==> src/rtl/ysyx_23060240_bru.sv <==
// Branch resolution unit: resolves RV32I conditional branches, checks the frontend
// prediction and holds the result in one registered slot behind a valid/ready handshake.
module ysyx_23060240_bru #(
   parameter int XLEN       = 32,
   parameter int CNT_W      = 32,
   parameter int ILEN_BYTES = 4
) (
   input  logic             clk,
   input  logic             rst_n,
   input  logic             flush,
   input  logic             in_valid,
   output logic             in_ready,
   input  logic [XLEN-1:0]  in_rs1,
   input  logic [XLEN-1:0]  in_rs2,
   input  logic [XLEN-1:0]  in_pc,
   input  logic [XLEN-1:0]  in_imm,
   input  logic [2:0]       in_branch_type,
   input  logic             in_pred_taken,
   input  logic [XLEN-1:0]  in_pred_target,
   output logic             out_valid,
   input  logic             out_ready,
   output logic             out_taken,
   output logic [XLEN-1:0]  out_target,
   output logic [XLEN-1:0]  out_redirect_pc,
   output logic             out_mispredict,
   output logic [CNT_W-1:0] perf_branch_cnt,
   output logic [CNT_W-1:0] perf_mispred_cnt
);

   typedef enum logic {EMPTY = 1'b0, FULL = 1'b1} state_e;

   state_e          state, state_nxt;
   logic            in_xfer, out_xfer;
   logic            taken_nxt, mispredict_nxt, is_branch_nxt;
   logic [XLEN-1:0] target_nxt, fallthrough_nxt, redirect_nxt;
   logic            held_is_branch;

   assign in_ready = !out_valid || out_ready;
   assign in_xfer  = in_valid && in_ready && !flush;
   assign out_xfer = out_valid && out_ready;

   // Branch condition and next-PC arithmetic; all sums wrap modulo 2^XLEN.
   always_comb begin
      // NOTE: every signal written here gets a default first so no latch is inferred.
      taken_nxt     = 1'b0;
      is_branch_nxt = 1'b1;
      case (in_branch_type)
         3'b001:  taken_nxt = (in_rs1 == in_rs2);
         3'b010:  taken_nxt = (in_rs1 != in_rs2);
         3'b011:  taken_nxt = ($signed(in_rs1) <  $signed(in_rs2));
         3'b100:  taken_nxt = ($signed(in_rs1) >= $signed(in_rs2));
         3'b101:  taken_nxt = (in_rs1 <  in_rs2);
         3'b110:  taken_nxt = (in_rs1 >= in_rs2);
         default: is_branch_nxt = 1'b0;
      endcase
      target_nxt      = in_pc + in_imm;
      fallthrough_nxt = in_pc + XLEN'(ILEN_BYTES);
      redirect_nxt    = taken_nxt ? target_nxt : fallthrough_nxt;
      mispredict_nxt  = (taken_nxt != in_pred_taken) ||
                        (taken_nxt && (in_pred_target != target_nxt));
   end

   always_ff @(posedge clk or negedge rst_n) begin
      if (!rst_n) state <= EMPTY;
      else        state <= state_nxt;
   end

   // Flush outranks both transfers; a simultaneous in/out transfer stays FULL.
   always_comb begin
      state_nxt = state;
      if (flush)         state_nxt = EMPTY;
      else if (in_xfer)  state_nxt = FULL;
      else if (out_xfer) state_nxt = EMPTY;
   end

   always_comb begin
      out_valid = (state == FULL);
   end

   // Result slot only loads on an input transfer, which keeps it stable under back-pressure.
   always_ff @(posedge clk or negedge rst_n) begin
      // NOTE: the result slot is reset (not left undefined) so outputs read zero out of reset.
      if (!rst_n) begin
         out_taken       <= 1'b0;
         out_target      <= '0;
         out_redirect_pc <= '0;
         out_mispredict  <= 1'b0;
         held_is_branch  <= 1'b0;
      end else if (in_xfer) begin
         out_taken       <= taken_nxt;
         out_target      <= target_nxt;
         out_redirect_pc <= redirect_nxt;
         out_mispredict  <= mispredict_nxt;
         held_is_branch  <= is_branch_nxt;
      end
   end

   // Only real branches that actually retire are counted; flushed results are dropped.
   always_ff @(posedge clk or negedge rst_n) begin
      if (!rst_n) begin
         perf_branch_cnt  <= '0;
         perf_mispred_cnt <= '0;
      end else if (out_xfer && !flush && held_is_branch) begin
         if (perf_branch_cnt != '1)
            perf_branch_cnt <= perf_branch_cnt + 1'b1;
         if (out_mispredict && (perf_mispred_cnt != '1))
            perf_mispred_cnt <= perf_mispred_cnt + 1'b1;
      end
   end

endmodule

==> config.mk <==
export PLATFORM = sky130hd
export DESIGN_NAME = ysyx_23060240_bru
export DESIGN_NICKNAME = d
export VERILOG_FILES = /design/src/rtl/ysyx_23060240_bru.sv
export SDC_FILE = /design/constraint.sdc
export NUM_CORES = 1
export LEC_CHECK = 0
export ABC_AREA = 1
export CAP_MARGIN = 25
export CORE_MARGIN = 5
export CORE_UTILIZATION = 50
export CTS_BUF_LIST = sky130_fd_sc_hd__clkbuf_16
export DETAILED_ROUTE_END_ITERATION = 6
export PLACE_DENSITY = 0.83
export RECOVER_POWER = 25
export SLEW_MARGIN = 20
export SYNTH_ARGS = -nofsm -noshare
export SYNTH_HDL_FRONTEND = slang
export SYNTH_SLANG_ARGS = --single-unit
export TNS_END_PERCENT = 1
==> constraint.sdc <==
create_clock -name clk -period 3.35 [get_ports clk]
set_input_delay 0.335 -clock clk [delete_from_list [all_inputs] [get_ports clk]]
set_output_delay 0.335 -clock clk [all_outputs]
set_load 0.05 [all_outputs]
==> impl_metrics.json, run 1 <==
{
  "criticalPathCategory": "in2reg",
  "n_antenna_cell": 0,
  "gr-total-overflow": 0,
  "yosys_register_bits": 132,
  "regArea_mm2": 0.00330,
  "synth_xor_area_share_pct": 8.18,
  "netlist_instances": 1531,
  "grt_use_met2_pct": 48.7,
  "cts_sinks": 132,
  "grt_pass1_wl_mm": 58.4,
  "slew_headroom_pct": 8.35,
  "synth_top_family_by_area": "simple AND/OR/NAND/NOR gates",
  "fin_crit_ns": 2.85,
  "multi_input_area_mm2": 0.00631,
  "busiest_layer": "met2",
  "rows": 53,
  "area_delta_synth_final_pct": 39.5,
  "die-area_mm2": 0.0239,
  "core-area_mm2": 0.0208,
  "synth_compound_area_share_pct": 8.56,
  "grt_max_degree": 83,
  "grt_pass1_vias": 11300,
  "yosys.area_share.simple_pct": 35.4,
  "fill_cells": 1725,
  "first_iter_violations": 1104,
  "max_slew.worst_pin.slew_ns": 1.37,
  "ys_warn_count": 0,
  "cap_viol_max_count": 0,
  "hold_viol": 0,
  "io_pins": 301,
  "ir_drop_uv": 302,
  "maxSlewViolCount": 0,
  "htree_levels": 4,
  "clock_path_buffers": 2,
  "track_usage_pct": 30.6,
  "rsz0062_at_grt": "false",
  "grt.met3_usage_pct": 6.32,
  "holdCritPathClass": "reg2reg",
  "antenna_found_initial": 0,
  "drive_gt1_share_pct": 5.07,
  "timing.fmax_mhz": 351,
  "synthAdderAreaFrac_pct": 8.08,
  "final.setup.tns_ns": 0,
  "drt-pass1-iter-count": 6,
  "synth-seq-area-share_pct": 31.6,
  "total_power_mw": 6.63,
  "worst-path-max-fanout": 5,
  "vias": 11700,
  "p_leak_nw": 7.23,
  "critPathArrivalTime_ns": 3.16,
  "portBuffers": 300,
  "clk_latency_ns": 0.43,
  "clock_skew_ns": 0.0124,
  "cts_setup_buffers": 0,
  "pwr_density_cell_mw_per_mm2": 454,
  "muxShareOfSynthArea_pct": 0,
  "status": "finished, final reports clean",
  "clkTransAtPathRegs_ns": 0.06,
  "viasPerCell": 5.47,
  "synth_edf_count": 0,
  "cp-start-kind": "input pin",
  "place_congestion": 1.06,
  "finalCritPeriodShare_pct": 85.0,
  "cp_data_required_time_ns": 3.67,
  "fin_util_pct": 70.1,
  "initial_core_util_pct": 50.3,
  "syn_area_mm2": 0.0105,
  "cts_tree": "yes",
  "synth_flop_cell": "dfrtp_1",
  "end_kind": "flip-flop",
  "syn_area_per_cell_um2": 6.83,
  "dieHeight_um": 155,
  "die_w_um": 155,
  "drc_errors": 0,
  "ant_nets": 0,
  "numCtsBuffers": 17,
  "wl_per_cell_um": 17.4,
  "syn_nets": 1767,
  "grtUsageMet1_pct": 42.0,
  "synthArstFlopShare_pct": 100,
  "final_nets": 2095,
  "place.detailed.hpwl_mm": 30.3,
  "synth_cell_type_count": 38,
  "setup_viol": 0,
  "clockRootBuffer": "clkbuf_16",
  "totalWireLength_mm": 37.3
}
==> metrics by stage <==
step	area (um^2)	cells	hold WS [ns]	worst slack, ns
global placement	14000	2114	0.322	0.204
CTS	14600	2147	0.449	0.576
floorplan	10500	1531	0.0394	0.959
global route	14600	2147	0.493	0.183
finish	14600	2147	0.477	0.502
detailed placement	14000	2114	0.325	0.133
==> metal layers <==
metal	share of wire (%)	up-vias	wire (um)
li1	-	5614	-
met5	0	-	0
met3	10	92	3770
met1	41	5429	15400
met2	46	604	17000
met4	3.2	0	1180
==> area by class of cell <==
| cell class | count | area share (%) |
|---|---|---|
| clock buffers | 17 | 2.91 |
| clock inverters | 15 | 1.24 |
| inverters | 204 | 5.25 |
| multi-input cells | 1173 | 43.2 |
| flip-flops and latches | 132 | 22.6 |
| well taps | 275 | 2.36 |
| repair buffers | 331 | 22.4 |
==> timing repair <==
action	CTS	global route
hold endpoints to repair	50	0
resized for setup	0	0
hold buffers	1	0
==> path summary, 6_finish.rpt <==
path / start / to / slack [ns] / depth (start not counted)
max: in_pc[0] / out_mispredict$_DFFE_PN0P_ / 0.50 / 21
min: out_target[10]$_DFFE_PN0P_ / out_target[10]$_DFFE_PN0P_ / 0.48 / 2
max reg2reg: perf_branch_cnt[0]$_DFFE_PN0P_ / perf_branch_cnt[26]$_DFFE_PN0P_ / 0.73 / 14
min reg2reg: out_target[10]$_DFFE_PN0P_ / out_target[10]$_DFFE_PN0P_ / 0.48 / 2
max in group asynchronous: rst_n / out_redirect_pc[28]$_DFFE_PN0P_ / 0.68 / 3
min in group asynchronous: rst_n / perf_mispred_cnt[13]$_DFFE_PN0P_ / 0.75 / 2
==> power breakdown <==
group | internal (mW) | total [mW] | switching, mW
sequential | 1.81 | 1.98 | 0.173
clock | 1.07 | 1.94 | 0.866
combinational | 0.948 | 2.71 | 1.76
==> worst max-delay path, stage by stage <==
cell,delay [ns]
clkdlybuf4s50_1,0.42
ha_1,0.24
fa_1,0.48
nand3_1,0.13
nand2_1,0.11
nand2_1,0.11
nand2_1,0.09
nand2_1,0.11
nand2_1,0.09
nand2_1,0.12
nand2_1,0.11
nand2_1,0.10
inv_1,0.04
o21ai_1,0.15
nand2_1,0.12
nand2_1,0.07
nand2_1,0.05
nor2_1,0.08
nand3_1,0.08
nand2_1,0.07
nand2_1,0.04
==> flip-flops by register name, summed over array words and instances, names as in the netlist <==
name and flops:
out_redirect_pc 32, out_target 32, perf_branch_cnt 32, perf_mispred_cnt 32
held_is_branch 1, out_mispredict 1, out_taken 1, out_valid 1
==> Yosys cell counts, types with 14 or more instances <==
master	n	area [um^2]
xor2_1	65	569
nor2_1	162	608
nand3b_1	21	158
o21ai_0	47	235
inv_1	201	754
dfrtp_1	132	3300
nand2_1	439	1650
xnor2_1	30	263
ha_1	66	826
nor3_1	29	145
nand4_1	30	188
a31oi_1	14	87.6
nor4_1	14	87.6
nand3_1	123	616
a21oi_1	80	400
==> cells by family (layout without fill, tap and decap cells) <==
family / after synthesis / in the layout
simple gates: 845 / 845
buf+inv: 226 / 567
compound gates: 165 / 165
flops: 132 / 132
xor+xnor: 96 / 96
fa+ha+maj: 67 / 67
==> cell usage in the layout, fill, tap and decap left out, types with 10 or more instances in the layout <==
cell             instances
o21a_1                  10
nor4_1                  14
nand3_1                123
xor2_1                  65
xnor2_1                 30
nor2_1                 161
nand2_1                439
nand4_1                 30
nor3_1                  28
clkbuf_16               17
dfrtp_1                132
a31oi_1                 14
buf_4                   26
a21oi_1                 80
clkdlybuf4s50_1        299
ha_1                    66
nand3b_1                21
inv_1                  201
o21ai_0                 47
No activity file was read; power rests on OpenSTA's default activity.
==> inputs of run 2 (changes only) <==
Settings changed: CORE_UTILIZATION 50 to 45, CTS_BUF_LIST sky130_fd_sc_hd__clkbuf_16 to sky130_fd_sc_hd__clkbuf_2, PLACE_DENSITY 0.83 to 0.79.
Clock period 3.35 ns to 2.39 ns, I/O delays scaled along.
==> impl_metrics.json, run 2 (synthesis gave the netlist of run 1 again) <==
{
  "cp_slowest_cell": "clkdlybuf4s50_1",
  "finalCritPeriodShare_pct": 95.6,
  "status": "finished with violations",
  "clk_latency_ns": 0.76,
  "rr_startpoint": "perf_branch_cnt[0]$_DFFE_PN0P_",
  "r2r_slack_ns": 0.16,
  "fin_crit_ns": 2.29,
  "dp_slack_ns": -0.560,
  "cp_data_required_time_ns": 2.15,
  "maxSlewViolCount": 98,
  "rows": 55,
  "holdPathEnd": "out_valid$_DFFE_PN0P_",
  "violations": "capacitance limit, slew limit",
  "most-common-layout-cells": "nand2_1 (438), clkdlybuf4s50_1 (251), buf_4 (232), inv_1 (201), nor2_1 (160)",
  "grt_pass1_wl_mm": 61.7,
  "clock_path_buffers": 2,
  "dieHeight_um": 162,
  "die-area_mm2": 0.0264,
  "critPathArrivalTime_ns": 2.05,
  "viasPerCell": 5.17,
  "max_slew.worst_pin.slew_ns": 1.60,
  "final.setup.tns_ns": 0,
  "worst-path-max-fanout": 2,
  "hp-start": "in_valid",
  "portBuffers": 300,
  "hold_depth": 3,
  "area_delta_synth_final_pct": 52.8,
  "p_leak_nw": 8.54,
  "placed_cell_area_mm2": 0.0156,
  "ant_nets": 0,
  "slew_headroom_pct": -6.34,
  "track_usage_pct": 29.2,
  "timing.fmax_mhz": 437,
  "clkTransAtPathRegs_ns": 0.29,
  "critical_path.cell_chain": "clkdlybuf4s50_1",
  "drc_errors": 0,
  "final_nets": 2303,
  "reg2reg_depth": 12,
  "cts_tree": "yes",
  "die_w_um": 162,
  "cts_sinks": 132,
  "setup_viol": 0,
  "first_iter_violations": 1011,
  "clockRootBuffer": "clkbuf_2",
  "rsz0062_at_grt": "true",
  "wl_per_cell_um": 16.3,
  "numCtsBuffers": 17,
  "core-area_mm2": 0.0228,
  "cp-start-kind": "flip-flop",
  "clock_skew_ns": 0.0593,
  "layout_commonest_cell": "nand2_1",
  "grt_max_degree": 66,
  "antenna_found_initial": 1,
  "holdCritPathClass": "in2reg",
  "path_buf_inv": 1,
  "end_kind": "output port",
  "crit_family": "buffers and inverters",
  "grt_pass1_vias": 12100,
  "pwr_density_cell_mw_per_mm2": 535,
  "io_pins": 301,
  "htree_levels": 4,
  "vias": 12400,
  "place_congestion": 0.956,
  "reg2reg_to": "perf_branch_cnt[27]$_DFFE_PN0P_",
  "totalWireLength_mm": 39.1,
  "drt-pass1-iter-count": 6,
  "cp_slowest_stage_delay_ns": 0.86,
  "hold_viol": 0,
  "criticalPathCategory": "reg2out",
  "stdcell_area_mm2": 0.0160,
  "initial_core_util_pct": 45.9,
  "ir_drop_uv": 378,
  "postLayoutSetupSlackWorst_ns": 0.104,
  "gr-total-overflow": 0,
  "drive_gt1_share_pct": 14.9,
  "place.detailed.hpwl_mm": 33.0,
  "cap_viol_max_count": 2
}
==> run 2: changes by cell type in the layout (fill, tap and decap cells not counted), sizes merged <==
| cell | delta |
|---|---|
| buf | +207 |
| clkbuf | -1 |
| clkdlybuf4s50 | -48 |
| clkinv | +2 |
| clkinvlp | -1 |
| diode | +1 |
| dlygate4sd2 | +16 |
| dlygate4sd3 | +1 |
| dlymetal6s2s | +32 |
| dlymetal6s4s | +1 |
| inv | -1 |
==> run 2: worst reg2reg max path, stage by stage (launching register included) <==
cell	delay, ns
dfrtp_1	0.47
ha_2	0.20
nand3_2	0.09
nor2_1	0.05
nand3_1	0.09
nor2_1	0.05
nand2_1	0.07
nand2_2	0.09
nor3_4	0.23
nand3_2	0.16
nor3_4	0.35
nand4_1	0.16
xor2_1	0.17
==> run 2: layout make-up <==
| type | instances | area, um^2 |
|---|---|---|
| Fill cell | 1878 | 6790 |
| Multi-Input combinational cell | 1173 | 6350 |
| Timing Repair Buffer | 539 | 4900 |
| Sequential cell | 132 | 3300 |
| Inverter | 204 | 766 |
| Tap cell | 313 | 392 |
| Clock inverter | 15 | 185 |
| Clock buffer | 17 | 85.1 |
| Antenna cell | 1 | 2.50 |
==> run 2: worst max path at each step <==
stage | to | slack, ns | cells after the start | start
2_1_floorplan | perf_branch_cnt[26]$_DFFE_PN0P_ | 0.01 | 15 | perf_branch_cnt[0]$_DFFE_PN0P_
3_3_place_gp | out_mispredict$_DFFE_PN0P_ | -0.51 | 21 | in_pc[0]
3_5_place_dp | out_mispredict$_DFFE_PN0P_ | -0.56 | 21 | in_pc[0]
4_1_cts | perf_branch_cnt[31] | 0.003 | 1 | perf_branch_cnt[31]$_DFFE_PN0P_
5_1_grt | perf_branch_cnt[27]$_DFFE_PN0P_ | -0.02 | 12 | perf_branch_cnt[0]$_DFFE_PN0P_
6_report | out_redirect_pc[19] | 0.10 | 1 | out_redirect_pc[19]$_DFFE_PN0P_
==> run 2: per-layer routing <==
layer	vias up	share of wire, %	track usage, %
li1	6046	-	-
met1	5788	44	39.8
met2	482	47	48.8
met3	55	7.5	4.94
met4	0	1.8	6.65
met5	-	0	0
==> run 2: repair_timing <==
| item | 4_1_cts | 5_1_grt |
|---|---|---|
| pin swaps | 0 | 4 |
| endpoints found under the hold margin | 132 | 0 |
| setup endpoints to repair | 16 | 43 |
| gates resized for setup | 16 | 41 |
| setup buffers | 0 | 2 |
| hold buffers | 3 | 0 |
==> run 2: stage by stage <==
step / power [mW] / util, % / hold slack [ns] / std cells
2_1_floorplan: 5.01 / - / -0.0566 / 1531
3_3_place_gp: 6.96 / 68.4 / 0.152 / 2356
3_5_place_dp: 7.02 / 68.4 / 0.157 / 2356
4_1_cts: 8.56 / 69.7 / 0.0187 / 2391
5_1_grt: 9.01 / 70.2 / 0.00983 / 2394
6_report: 8.55 / 70.2 / 0.0821 / 2394
==> run 2: power breakdown <==
group / leakage (nW) / internal (mW) / switching (mW)
Combinational: 6.77 / 1.68 / 2.56
Clock: 0.160 / 0.452 / 1.08
Sequential: 1.61 / 2.53 / 0.247
Total: 8.54 / 4.66 / 3.89
